--- src/rtl/x_driver_burst.sv ---
// x_driver_burst: byte-command driver. RX command bytes load nibbles into a
// BYTES-wide shift register; UNLOAD streams a burst of bytes out MSB first.
//
// Optional feature macro: X_DRIVER_BURST_ROTATE_EN
//   defined   - each transfer rotates data_q left by one byte. A full burst
//               leaves the payload intact so it can be replayed.
//   undefined - each transfer shifts data_q left and zero-fills the bottom byte.
//
// Handshake: RX is valid-only (i_valid qualifies i_data for exactly one cycle,
// no backpressure). TX is valid/accept: a byte transfers in a cycle where
// o_valid & i_accept are both high; o_data is held stable while o_valid is
// high and no transfer occurs. i_accept is ignored while o_valid is low.
module x_driver_burst #(
  parameter int BYTES = 4
) (
  input  logic       i_clk,
  input  logic       i_rst_n,
  input  logic       i_valid,
  input  logic [7:0] i_data,
  output logic       o_valid,
  input  logic       i_accept,
  output logic [7:0] o_data,
  output logic       o_busy,
  output logic       o_drop,
  output logic       o_dbg_state
);

  localparam int W = 8 * BYTES;
  localparam logic [4:0] BYTES_C = 5'(BYTES);

  typedef enum logic {
    IDLE = 1'b0,
    SEND = 1'b1
  } state_t;

  state_t         state_q;
  logic [W-1:0]   data_q;
  logic [4:0]     cnt_q;

  logic [3:0]     opcode;
  logic [3:0]     arg;
  logic           is_load;
  logic           is_unload;
  logic           is_clear;
  logic           is_cmd;
  logic [4:0]     burst_len;
  logic [W-1:0]   shifted;

  assign opcode = i_data[3:0];
  assign arg    = i_data[7:4];

  // Command decode, burst length clamp and the per-transfer register update.
  always_comb begin
    is_load   = i_valid && (opcode == 4'h0);
    is_unload = i_valid && (opcode == 4'h1);
    is_clear  = i_valid && (opcode == 4'h2);
    is_cmd    = is_load || is_unload || is_clear;

    burst_len = BYTES_C;
    if (arg != 4'h0 && {1'b0, arg} < BYTES_C) begin
      burst_len = {1'b0, arg};
    end

`ifdef X_DRIVER_BURST_ROTATE_EN
    shifted = {data_q[W-9:0], data_q[W-1:W-8]};
`else
    shifted = {data_q[W-9:0], 8'h00};
`endif
  end

  // Main FSM: IDLE executes commands, SEND streams the burst and drops commands.
  always_ff @(posedge i_clk or negedge i_rst_n) begin
    if (!i_rst_n) begin
      state_q <= IDLE;
      data_q  <= '0;
      cnt_q   <= '0;
      o_valid <= 1'b0;
      o_drop  <= 1'b0;
    end else begin
      o_drop <= 1'b0;
      case (state_q)
        IDLE: begin
          if (is_load) begin
            data_q <= {data_q[W-5:0], arg};
          end else if (is_clear) begin
            data_q <= '0;
          end else if (is_unload) begin
            cnt_q   <= burst_len;
            o_valid <= 1'b1;
            state_q <= SEND;
          end
        end
        SEND: begin
          // A command landing on the final transfer is still seen in SEND.
          o_drop <= is_cmd;
          if (i_accept) begin
            data_q <= shifted;
            cnt_q  <= cnt_q - 5'd1;
            if (cnt_q == 5'd1) begin
              o_valid <= 1'b0;
              state_q <= IDLE;
            end
          end
        end
        default: begin
          state_q <= IDLE;
          o_valid <= 1'b0;
        end
      endcase
    end
  end

  assign o_data      = data_q[W-1 -: 8];
  assign o_busy      = o_valid;
  assign o_dbg_state = (state_q == SEND);

endmodule

--- config.mk ---
export PLATFORM = sky130hd
export DESIGN_NAME = x_driver_burst
export DESIGN_NICKNAME = d
export VERILOG_FILES = /design/src/rtl/x_driver_burst.sv
export SDC_FILE = /design/constraint.sdc
export NUM_CORES = 1
export LEC_CHECK = 0
export BUFFER_PORTS_ARGS = -buffer_cell sky130_fd_sc_hd__buf_2
export CAP_MARGIN = 20
export CORE_MARGIN = 2
export CORE_UTILIZATION = 50
export CTS_CLUSTER_SIZE = 8
export DETAILED_ROUTE_END_ITERATION = 8
export GPL_TIMING_DRIVEN = 1
export PLACE_DENSITY_LB_ADDON = 0.1
export SYNTH_ARGS = -nofsm -noshare
export SYNTH_HDL_FRONTEND = slang
export SYNTH_SLANG_ARGS = --single-unit
--- constraint.sdc ---
create_clock -name i_clk -period 2 [get_ports i_clk]
set_input_delay 0.1 -clock i_clk [delete_from_list [all_inputs] [get_ports i_clk]]
set_output_delay 0.1 -clock i_clk [all_outputs]
set_load 0.01 [all_outputs]
==> summary by stage, run 1 <==
Die
The die outline height is 70.6 um. The die width is 70.6 um. The floorplan step defined a die boundary enclosing 4990 um2.

For this design the top-level I/O count stands at 24. The floorplan core area is 4320 um2. After floorplanning, the core was divided into 24 placement rows.

The initial standard-cell utilization of the core is 51.3%.

Logic synthesis
By instance count, the leading cell after synthesis is dfrtp_1. For this run, asynchronously set or reset flops after synthesis account for 100%. The cell area that synthesis handed to floorplanning was 2220 um2. The share of the synthesized area in the top cell type is 45.1%. A synthesized cell averages 9.87 um2. The largest total area in the synthesized netlist belongs to dfrtp_1. The flip-flop and latch count after synthesis is 40. The commonest cells after synthesis are dfrtp_1 (40), nor3_1 (22), a21oi_1 (21), mux2i_1 (21), nor2b_1 (21). In the synthesized netlist the dominant register cell turns out to be dfrtp_1. The synthesized instance count is 225. The number of warning messages in the yosys log is 0. Yosys mapped a number of flops with a built-in enable equal to 0. The share of the Yosys chip area taken by registers is 45.1%. The count of unique library cells instantiated by Yosys is 36.

The post-synth net total is 239. In the post-synthesis netlist, the biggest area contributors are dfrtp_1 (45%), mux2i_1 (9.5%), nor2b_1 (5.9%).

Placed design
The placer congestion estimate is 0.827. The final HPWL from detailed placement is 3.18 mm. Buffers placed on the I/O ports in this run total 23.

Global route
The via count of the first global-routing pass is 1683. The met2 global-route usage is 32.8%. The initial antenna violation count is 0.

The global routing's busiest layer is met2. The wire length of the first global-routing pass is 8.16 mm. Global routing used 20.5% of the available tracks. Global routing used 27.8% of the available met1 tracks. The met3 layer usage reported by global route is 5.70%. The largest net degree at the start of global routing is 41.

The total overflow reported by the global router is 0.

Drt
For this block, the routed nets add up to 4.65 mm of wire. The routed wire length per instance is 16.1 um. The final route contains 1691 vias. For this run, design rule violations remaining after detail routing come to 0.

The first detailed-routing pass ran for 4 iterations. In this run, the number of DRC markers left after iteration 0 of detailed routing was 132. The count of nets left with antenna violations once routing finished came out at 0. After detailed routing, the number of vias per cell comes to 5.85.

Power and ir drop
The leakage component of the power is 1.16 nW. The power after layout is 2.53 mW. The peak supply drop is 467 uV. The power density over cell area is 1040 nW/um2.

STA
The number of endpoints with negative hold slack in the final report is 0. Setup repair after global routing left no endpoint under its margin. The final max-slew violation count is 0. The final-layout setup total negative slack is 0 ns. Setup violations remaining at the end of the flow were counted as 0. The maximum achievable frequency is 619 MHz.

The worst path uses 80.8% of the clock period. The clock period minus worst slack is 1.62 ns. The final worst clock skew is 0.00482 ns. Measured against its own limit, the worst slew margin works out to 40.0%. Hold timing on the final database bottoms out at a slack of 0.0363 ns.

The transition at the pin with the smallest max-transition slack is 0.901 ns.

Hold path
The startpoint of the tightest hold check path is i_data[0]. The min-delay analysis places its worst path in the category in -> reg.

Clock tree
The deepest clock path buffer count is 2. The tree is rooted in a clkbuf_8. The number of sinks handled by clock tree synthesis is 40. The later pin in the worst-skew pair is clocked with a latency of 0.29 ns. The clock tree from TritonCTS is done.

The clock slew at the register clock pins of the worst setup and hold paths is 0.08 ns. The total number of H-tree levels is 2. Once the clock tree was built, the setup fixing pass inserted 0 buffers. Counting the buffers created by CTS gives 5.

Cells and area
The antenna cell count is 0. The total number of nets in the final design is 250. The post-route netlist has 17.3% of its cells at a drive strength greater than 1. Relative to the synthesized area, the layout overhead comes to 10.0%.

Flow run
The max-capacitance violation count is 0.

Setup path
The reg-to-reg startpoint is o_dbg_state. The startpoint class of the critical path is a flip-flop. The worst setup path is of the reg -> reg kind. The data arrival time of the critical path is 1.82 ns. The endpoint class of the critical path is a flip-flop. Along the worst path, the maximum fanout reaches 28.

Data on the critical path is required at its endpoint by 2.20 ns. The timing startpoint of the critical path is o_dbg_state.

Outcome
The run finished with clean final reports.
==> through the flow <==
stage | std cells | setup slack [ns] | utilization [%] | area, um2
final | 289 | 0.384 | 56.5 | 2440
after detailed placement | 280 | 0.382 | 53.3 | 2310
after floorplan | 225 | 0.450 | - | 2220
after CTS | 289 | 0.408 | 56.5 | 2440
after global placement | 280 | 0.390 | 53.3 | 2310
after global routing | 289 | 0.309 | 56.5 | 2440
==> flip-flops by register name (all words and copies together) (netlist names) <==
signal       count
cnt_q            5
data_q          32
o_busy           1
o_dbg_state      1
o_drop           1
==> area by class of cell <==
type | count | area (um2)
timing repair buffer | 32 | 198
fill | 391 | 1880
multi-input combinational | 153 | 1040
clock buffer | 7 | 96.3
clock inverter | 1 | 30.0
tap | 52 | 65.1
sequential | 40 | 1000
inverter | 4 | 15.0
==> power by group <==
part / internal, mW / total [mW] / leakage, nW / switching [mW]
clock network: 0.440 / 0.720 / 0.0645 / 0.280
registers: 0.954 / 1.08 / 0.539 / 0.128
logic: 0.342 / 0.731 / 0.554 / 0.389
total: 1.74 / 2.53 / 1.16 / 0.797
==> worst paths after layout <==
kind	endpoint	slack (ns)	depth (start not counted)
worst max-delay path	data_q[4]	0.38	4
worst min register to register	data_q[13]	0.53	1
min in group asynchronous	cnt_q[4]	0.47	2
max in group asynchronous	data_q[26]	0.97	2
worst min-delay path	o_drop	0.04	2
worst max register to register	data_q[4]	0.38	4
==> placed cells by master (no fill, tap or decap), drive strengths merged, types with 5 or more instances in the layout <==
cell	instances
buf	31
dfrtp	40
a21oi	21
clkbuf	7
o211ai	10
nand2b	10
nor2b	21
o21ai	10
nor3	22
a221o	5
mux2i	21
==> worst max-delay path, stage by stage (launching register included) <==
cell and delay, ns:
dfrtp_1 0.45, or2_2 0.39, or2_1 0.23, buf_4 0.22
o21ai_0 0.22
==> logic make-up after synthesis <==
| group | share of synthesized area [%] |
|---|---|
| compound gates | 16.0 |
| xor+xnor | 0.395 |
| fa+ha+maj | 1.13 |
| buf+inv | 8.17 |
| flops | 45.1 |
| mux | 9.47 |
| simple gates | 19.7 |
==> repair_timing <==
item	in CTS	in global routing
hold buffers	1	0
setup endpoints to repair	0	0
resized for setup	0	0
endpoints found under the hold margin	40	0
==> routing by layer <==
| metal | part of all wire [%] | vias to the layer above | wire length, um |
|---|---|---|---|
| met5 | 0 | - | 0 |
| met4 | 0.90 | 0 | 42 |
| met3 | 4.5 | 5 | 208 |
| met2 | 46 | 33 | 2140 |
| met1 | 49 | 833 | 2260 |
| li1 | - | 820 | - |
No activity file was read; power rests on OpenSTA's default activity.
==> inputs of run 2 (changes only) <==
==> constraint.sdc (replaced) <==
create_clock -name i_clk -period 1.6 [get_ports i_clk]
set_input_delay 0.08 -clock i_clk [delete_from_list [all_inputs] [get_ports i_clk]]
set_output_delay 0.08 -clock i_clk [all_outputs]
set_load 0.01 [all_outputs]
==> run 2 against run 1 <==
- register-to-register slack worse by 0.24 ns
- utilization is 0.78 points higher
- clock-buffer cell count is 1 lower
- via count is 5.0% higher
- combinational power is 31% higher
- cell count is 1.0% higher
- critical path depth stayed put
- die area stayed put
- critical path type unchanged
==> summary by stage, run 2 (synthesized netlist as in run 1, its figures left out) <==
Global route
The via count of the first global-routing pass was 1659 (-1.4%). The overall routing resource usage is 20.3% (-0.21 points). The wire length of the first global-routing pass was 8.17 mm (+0.17%). The initial antenna violation count is 0 (unchanged).

The total overflow reported by the global router is 0 (unchanged). The largest net degree at the start of global routing is 29 (-29%).

STA
The tightest slew margin relative to the limit is 71.5% (+32 points). The maximum achievable frequency was 686 MHz (+11%). The number of endpoints with negative hold slack in the final report is 0 (unchanged). The transition at the pin with the smallest max-transition slack is 0.428 ns (-0.473 ns).

The final-layout setup total negative slack is 0 ns (unchanged). Setup repair after global routing left no endpoint under its margin. The final worst clock skew is 0.00528 ns (+0.000461 ns). The final max-slew violation count is 0 (unchanged). The setup-violating endpoint count in the final report is 0 (unchanged). The portion of the clock cycle consumed by the worst path in the final layout is 91.1% (+10 points). The clock period minus worst slack came to 1.46 ns (-0.158 ns).

Drt
The number of DRC violations after detailed-routing iteration 0 is 124 (-6.1%). The total routed wirelength was 4.74 mm (+2.0%). The routed wire length per instance is 16.2 um (+0.95%). The mean number of vias per cell is 6.08 (+3.9%). The count of unresolved DRC violations after routing came to 0 (unchanged). The count of antenna-violating nets left after detailed routing was 0 (unchanged). The detailed-routing iteration count for the pre-antenna-repair pass is 5 (+1).

The number of vias after detailed routing is 1775 (+5.0%).

Clock tree
TritonCTS built the clock tree. The clock slew at the register clock pins of the worst setup and hold paths came to 0.07 ns (about the same). The TritonCTS buffer count is 5 (unchanged).

The deepest clock path buffer count is 2 (unchanged). The count of buffers added by post-CTS timing repair for setup came to 0 (unchanged). The number of sinks handled by clock tree synthesis is 40 (unchanged). The insertion delay to the later sink of the worst-skew pair is 0.29 ns (about the same). The master cell of the clock root buffer is clkbuf_8. The total number of H-tree levels was 2 (unchanged).

Setup path
STA classifies the critical path endpoint as a flip-flop. The critical path starts at o_dbg_state. The largest fanout on the critical path is 8 (-71%). The reg-to-reg startpoint is o_dbg_state.

The required time of the critical path is 1.77 ns (-0.43 ns). The critical path in this run is classified as reg -> reg. The maximum single-stage delay on the critical path was 0.38 ns (-0.07 ns).

For this design, the slowest cell found on the critical path is dfrtp_1. The critical path goes through buf_4, nor3_1, o21ai_0, a221o_1. The startpoint class of the critical path is a flip-flop. The data arrival time of the critical path came to 1.63 ns (-0.19 ns). The setup slack of the worst register-to-register path is 0.14 ns (-0.24 ns).

Cells and area
The share of final-layout standard cells stronger than drive strength 1 is 18.3% (+1.0 points). Leaving out fill and tap cells, the most frequent cells in the layout are dfrtp_1 (40), buf_2 (23). The area occupied by registers is 1000 um2 (unchanged). The multi-input combinational cell area came to 1040 um2 (+0.48%). The post-layout instance area is 2480 um2 (+1.4%). The total number of nets in the final design is 253 (+1.2%). The antenna cell count is 0 (unchanged). The flip-flop count of the largest register after layout is 32 (unchanged).

The number of cells in the finished layout apart from fillers is 292 (+1.0%). The register with the most flip-flops in the final layout is data_q. Relative to the synthesized area, the layout overhead comes to 11.6%. The count of filler cells inserted in the layout is 388 (-0.77%). The most common library cell in the layout ignoring fill and taps is dfrtp_1. The largest registers in the layout are data_q (32), cnt_q (5).

Die
The initial standard-cell utilization of the core was 51.3% (unchanged). The number of ports placed on the die boundary is 24 (unchanged). The die width was 70.6 um (unchanged).

The die area is 4990 um2 (unchanged). The floorplan core area was 4320 um2 (unchanged). The die outline height was 70.6 um (unchanged).

The floorplan row count is 24 (unchanged).

Hold path
The startpoint identified for the worst hold timing path is i_data[0]. The class of the worst hold path is in -> reg.

Placed design
The final HPWL from detailed placement is 3.24 mm (+2.1%). The instance area at placement came to 2350 um2 (+2.1%). The port buffer count is 23 (unchanged).

The placer congestion estimate is 0.774 (-6.4%). The total instance count after detailed placement came to 283 (+1.1%).

Power and ir drop
The leakage component of the power is 1.17 nW (+1.4%). The peak supply drop is 622 uV (+33%). The power density over cell area is 1260 nW/um2 (+21%).

Flow run
The max-capacitance violation count came to 0 (unchanged).

Outcome
The run finished with clean final reports.
run 2: cell count changes in the layout (fill, tap and decap cells not counted):
| cell | before | now |
|---|---|---|
| buf_12 | 1 | 3 |
| buf_4 | 7 | 8 |
| clkbuf_1 | 0 | 1 |
| clkbuf_8 | 7 | 5 |
| clkinv_2 | 0 | 1 |
| nor3_1 | 22 | 21 |
| nor3_2 | 0 | 1 |
run 2: worst paths after layout:
kind,end,cells after the start
min in group asynchronous,o_busy,2
max reg2reg,cnt_q[2],4
min reg2reg,data_q[17],1
max,cnt_q[2],4
min,o_drop,2
max in group asynchronous,data_q[4],3
run 2: timing repair:
item,in CTS,in global routing
endpoints found under the setup margin,0,4
hold buffers,1,0
endpoints found under the hold margin,16,0
resized for setup,0,1
run 2: layout make-up:
type                    count  area share [%]
inverters                   4           0.606
flip-flops and latches     40            40.4
clock inverters             2            1.41
repair buffers             35            9.90
well taps                  52            2.63
clock buffers               6            2.93
multi-input cells         153            42.1
run 2: worst max-delay path: cells and delay by family, from the launching register on:
family	cells	cell delay [ns]
AND/OR/NAND/NOR	1	0.31
flip-flops	1	0.38
buffers and inverters	1	0.17
AO/OA/AOI/OAI	2	0.49
run 2: report_power, final:
part	total, mW	internal, mW	switching (mW)
clock	0.808	0.463	0.345
sequential	1.34	1.19	0.147
combinational	0.960	0.445	0.515
total	3.11	2.10	1.01
run 2: layer usage:
metal  track usage [%]  share of wire, %  vias to the layer above
met3              3.56               5.0                        6
met2              30.0                45                       59
met4              6.50               1.2                        0
met1              30.5                48                      880
met5                 0                 0                        -
li1                  -                 -                      830
run 2: per-stage QoR:
| stage | setup slack, ns | total power, mW | hold WS (ns) | util, % |
|---|---|---|---|---|
| after floorplan | 0.0497 | 2.06 | -0.216 | - |
| after global placement | 0.0805 | 2.27 | 0.0312 | 54.4 |
| after detailed placement | 0.0663 | 2.31 | 0.0423 | 54.4 |
| after CTS | 0.0674 | 3.14 | 0.0227 | 57.1 |
| after global routing | 0.0335 | 3.30 | 0.0545 | 57.3 |
| final | 0.142 | 3.11 | 0.0415 | 57.3 |
==> inputs of run 3 (changes only) <==
--- a/config.mk
+++ b/config.mk
@@ -9,10 +9,11 @@
 export CAP_MARGIN = 20
 export CORE_MARGIN = 2
 export CORE_UTILIZATION = 50
-export CTS_CLUSTER_SIZE = 8
+export CTS_CLUSTER_SIZE = 24
 export DETAILED_ROUTE_END_ITERATION = 8
 export GPL_TIMING_DRIVEN = 1
 export PLACE_DENSITY_LB_ADDON = 0.1
+export RECOVER_POWER = 100
 export SYNTH_ARGS = -nofsm -noshare
 export SYNTH_HDL_FRONTEND = slang
 export SYNTH_SLANG_ARGS = --single-unit
==> run 3 against run 2 <==
- die area unchanged
- first-iteration DRC count down 15%
- clock-buffer cell count unchanged
- wire length up 0.17%
- largest cell class unchanged
- sequential share of layout area up 0.29 points
- design area down 0.71%
- global-route usage unchanged
- fmax down 0.65%
- combinational power down 2.8%
- largest power group unchanged
==> summary by stage, run 3 (synthesized netlist as in run 1, its figures left out) <==
Power and ir drop
The peak supply drop is 623 uV (+0.16%). The switching component of the power came to 1.01 mW (+0.29%). The part of the power in combinational logic is 30.2% (-0.7 points). The power share of the clock group came to 26.2% (+0.2 points). The switching share of power was 32.7% (+0.34 points). The relative contribution of sequential cells to total power is 43.6% (+0.5 points). The internal power component is 2.07 mW (-1.2%).

The leakage component of the power is 1.12 nW (-4.2%). The power density over cell area is 1250 nW/um2 (about the same).

Global route
The overall routing resource usage is 20.3% (unchanged). The total overflow reported by the global router is 0 (unchanged). The via count of the first global-routing pass was 1659 (unchanged). The wire length of the first global-routing pass is 8.17 mm (unchanged). The initial antenna violation count is 0 (unchanged). The largest net degree at the start of global routing is 29 (unchanged).

Die
The die area is 4990 um2 (unchanged). The die outline height is 70.6 um (unchanged). The die width is 70.6 um (unchanged). The number of ports placed on the die boundary is 24 (unchanged).

The floorplan row count was 24 (unchanged). The initial standard-cell utilization of the core is 51.3% (unchanged). The floorplan core area came to 4320 um2 (unchanged).

Cells and area
Leaving out fill and tap cells, the most frequent cell in the layout is dfrtp_1. More flip-flops sit in one register than any other, and that register is data_q. The total number of nets in the final design is 253 (unchanged). In the final layout, the registers with the most flip-flops are data_q (32), cnt_q (5). The share of final-layout standard cells stronger than drive strength 1 is 13.3% (-5.0 points).

The antenna cell count is 0 (unchanged). The utilization after layout is 56.9% (-0.41 points). The number of cells in the finished layout apart from fillers is 292 (unchanged). The flip-flop count of the largest register after layout is 32 (unchanged). Leaving out fill and tap cells, the most frequent cells in the layout are dfrtp_1 (40), nor2b_1 (21), mux2i_1 (21), nor3_1 (21), a21oi_1 (21). The area growth from synthesis to final layout is 10.8%.

Placed design
The placer congestion estimate was 0.774 (unchanged). The post-placement setup slack is 0.0663 ns (unchanged). The total instance count after detailed placement is 283 (unchanged). The port buffer count is 23 (unchanged). The final HPWL from detailed placement is 3.24 mm (unchanged).

Setup path
The cell depth of the worst flop-to-flop path is 4 (unchanged). The buffer and inverter count on the worst path is 1 (unchanged). The endpoint class of the critical path is a flip-flop.

Walking the worst path, the cells encountered are buf_4, nor3_1, o21ai_0, a221o_1. The number of gates on the worst path with buffers counted is 4 (unchanged). Broken down by cell family, the worst path's largest delay share belongs to compound AO/OA/AOI/OAI gates. The maximum single-stage delay on the critical path is 0.38 ns (about the same).

The worst setup path category is reg -> reg. The startpoint class of the critical path is a flip-flop. On the critical path, the stage with the largest delay is an instance of dfrtp_1. The largest fanout on the critical path came to 8 (unchanged).

The data arrival time of the critical path was 1.64 ns (about the same). The required time of the critical path came to 1.77 ns (about the same).

STA
The final-layout worst hold slack is 0.0423 ns (+0.000811 ns). The number of endpoints with negative hold slack in the final report came to 0 (unchanged). The portion of the clock cycle consumed by the worst path in the final layout is 91.7% (+0.60 points). The transition at the pin with the smallest max-transition slack is 1.02 ns (+0.589 ns). The clock period minus worst slack is 1.47 ns (+0.00953 ns). The maximum achievable frequency is 682 MHz (-0.65%). The tightest slew margin relative to the limit came to 32.2% (-39 points). The final max-slew violation count is 0 (unchanged). The final setup slack of the worst path came to 0.133 ns (-0.00953 ns). Setup repair after global routing left no endpoint under its margin. The setup-violating endpoint count in the final report is 0 (unchanged). The final-layout setup total negative slack is 0 ns (unchanged). The final worst clock skew is 0.00465 ns (-0.000630 ns).

Clock tree
The total number of H-tree levels was 2 (unchanged). The master cell of the clock root buffer is clkbuf_8. The insertion delay to the later sink of the worst-skew pair was 0.29 ns (about the same). The deepest clock path buffer count is 2 (unchanged). The TritonCTS buffer count is 5 (unchanged). The number of sinks handled by clock tree synthesis came to 40 (unchanged). TritonCTS built the clock tree. The clock slew at the register clock pins of the worst setup and hold paths is 0.07 ns (about the same).

Drt
The detailed-routing iteration count for the pre-antenna-repair pass is 4 (-1). The number of DRC violations after detailed-routing iteration 0 is 106 (-15%). The routed wire length per instance was 16.3 um (+0.17%). The count of antenna-violating nets left after detailed routing is 0 (unchanged). The mean number of vias per cell is 6.04 (-0.62%). The number of vias after detailed routing is 1764 (-0.62%).

The count of unresolved DRC violations after routing is 0 (unchanged). The total routed wirelength is 4.75 mm (+0.17%).

Hold path
The class of the worst hold path is in -> reg. The depth of the worst hold-timing path is 2 (unchanged).

Outcome
The flow ran to the end, and the final reports show no timing, DRC or antenna violations.

Flow run
The max-capacitance violation count is 0 (unchanged).
[run 3: area by class of cell]
class	count	area (um2)
Multi-Input combinational cell	153	1040
Clock inverter	2	35.0
Clock buffer	6	72.6
Tap cell	52	65.1
Timing Repair Buffer	35	228
Inverter	4	15.0
Sequential cell	40	1000
Fill cell	400	1870
[run 3: per-stage QoR]
| stage | instance area (um2) | total power [mW] |
|---|---|---|
| 2_1_floorplan | 2220 | 2.06 |
| 3_3_place_gp | 2350 | 2.27 |
| 3_5_place_dp | 2350 | 2.31 |
| 4_1_cts | 2470 | 3.14 |
| 5_1_grt | 2460 | 3.28 |
| 6_report | 2460 | 3.09 |
[run 3: worst paths after layout]
path / startpoint / to / slack, ns
max reg2reg: o_dbg_state / cnt_q[2] / 0.13
max: o_dbg_state / cnt_q[2] / 0.13
max in group asynchronous: i_rst_n / data_q[4] / 0.47
min: i_data[0] / o_drop / 0.04
min in group asynchronous: i_rst_n / o_busy / 0.48
min reg2reg: data_q[9] / data_q[13] / 0.54
[run 3: power by group through the flow]
stage	Clock (mW)	Sequential [mW]	Combinational, mW
2_1_floorplan	0	1.33	0.730
3_3_place_gp	0	1.35	0.924
3_5_place_dp	0	1.36	0.952
4_1_cts	0.837	1.34	0.959
5_1_grt	0.875	1.37	1.04
6_report	0.808	1.34	0.933
[run 3: timing repair]
item | CTS | global route
endpoints found under the setup margin | 0 | 4
buffers inserted | 0 | 0
gates resized for setup | 0 | 1
hold endpoints to repair | 16 | 0
hold buffers | 1 | 0
[run 3: layer usage]
metal  share of wire, %  GRT usage [%]  up-vias  routed length, um
met5                  0              0        -                  0
met4                1.2           6.50        0                 55
met3                5.3           3.56        6                251
met2                 45           30.0       55               2160
met1                 48           30.5      877               2290
li1                   -              -      826                  -
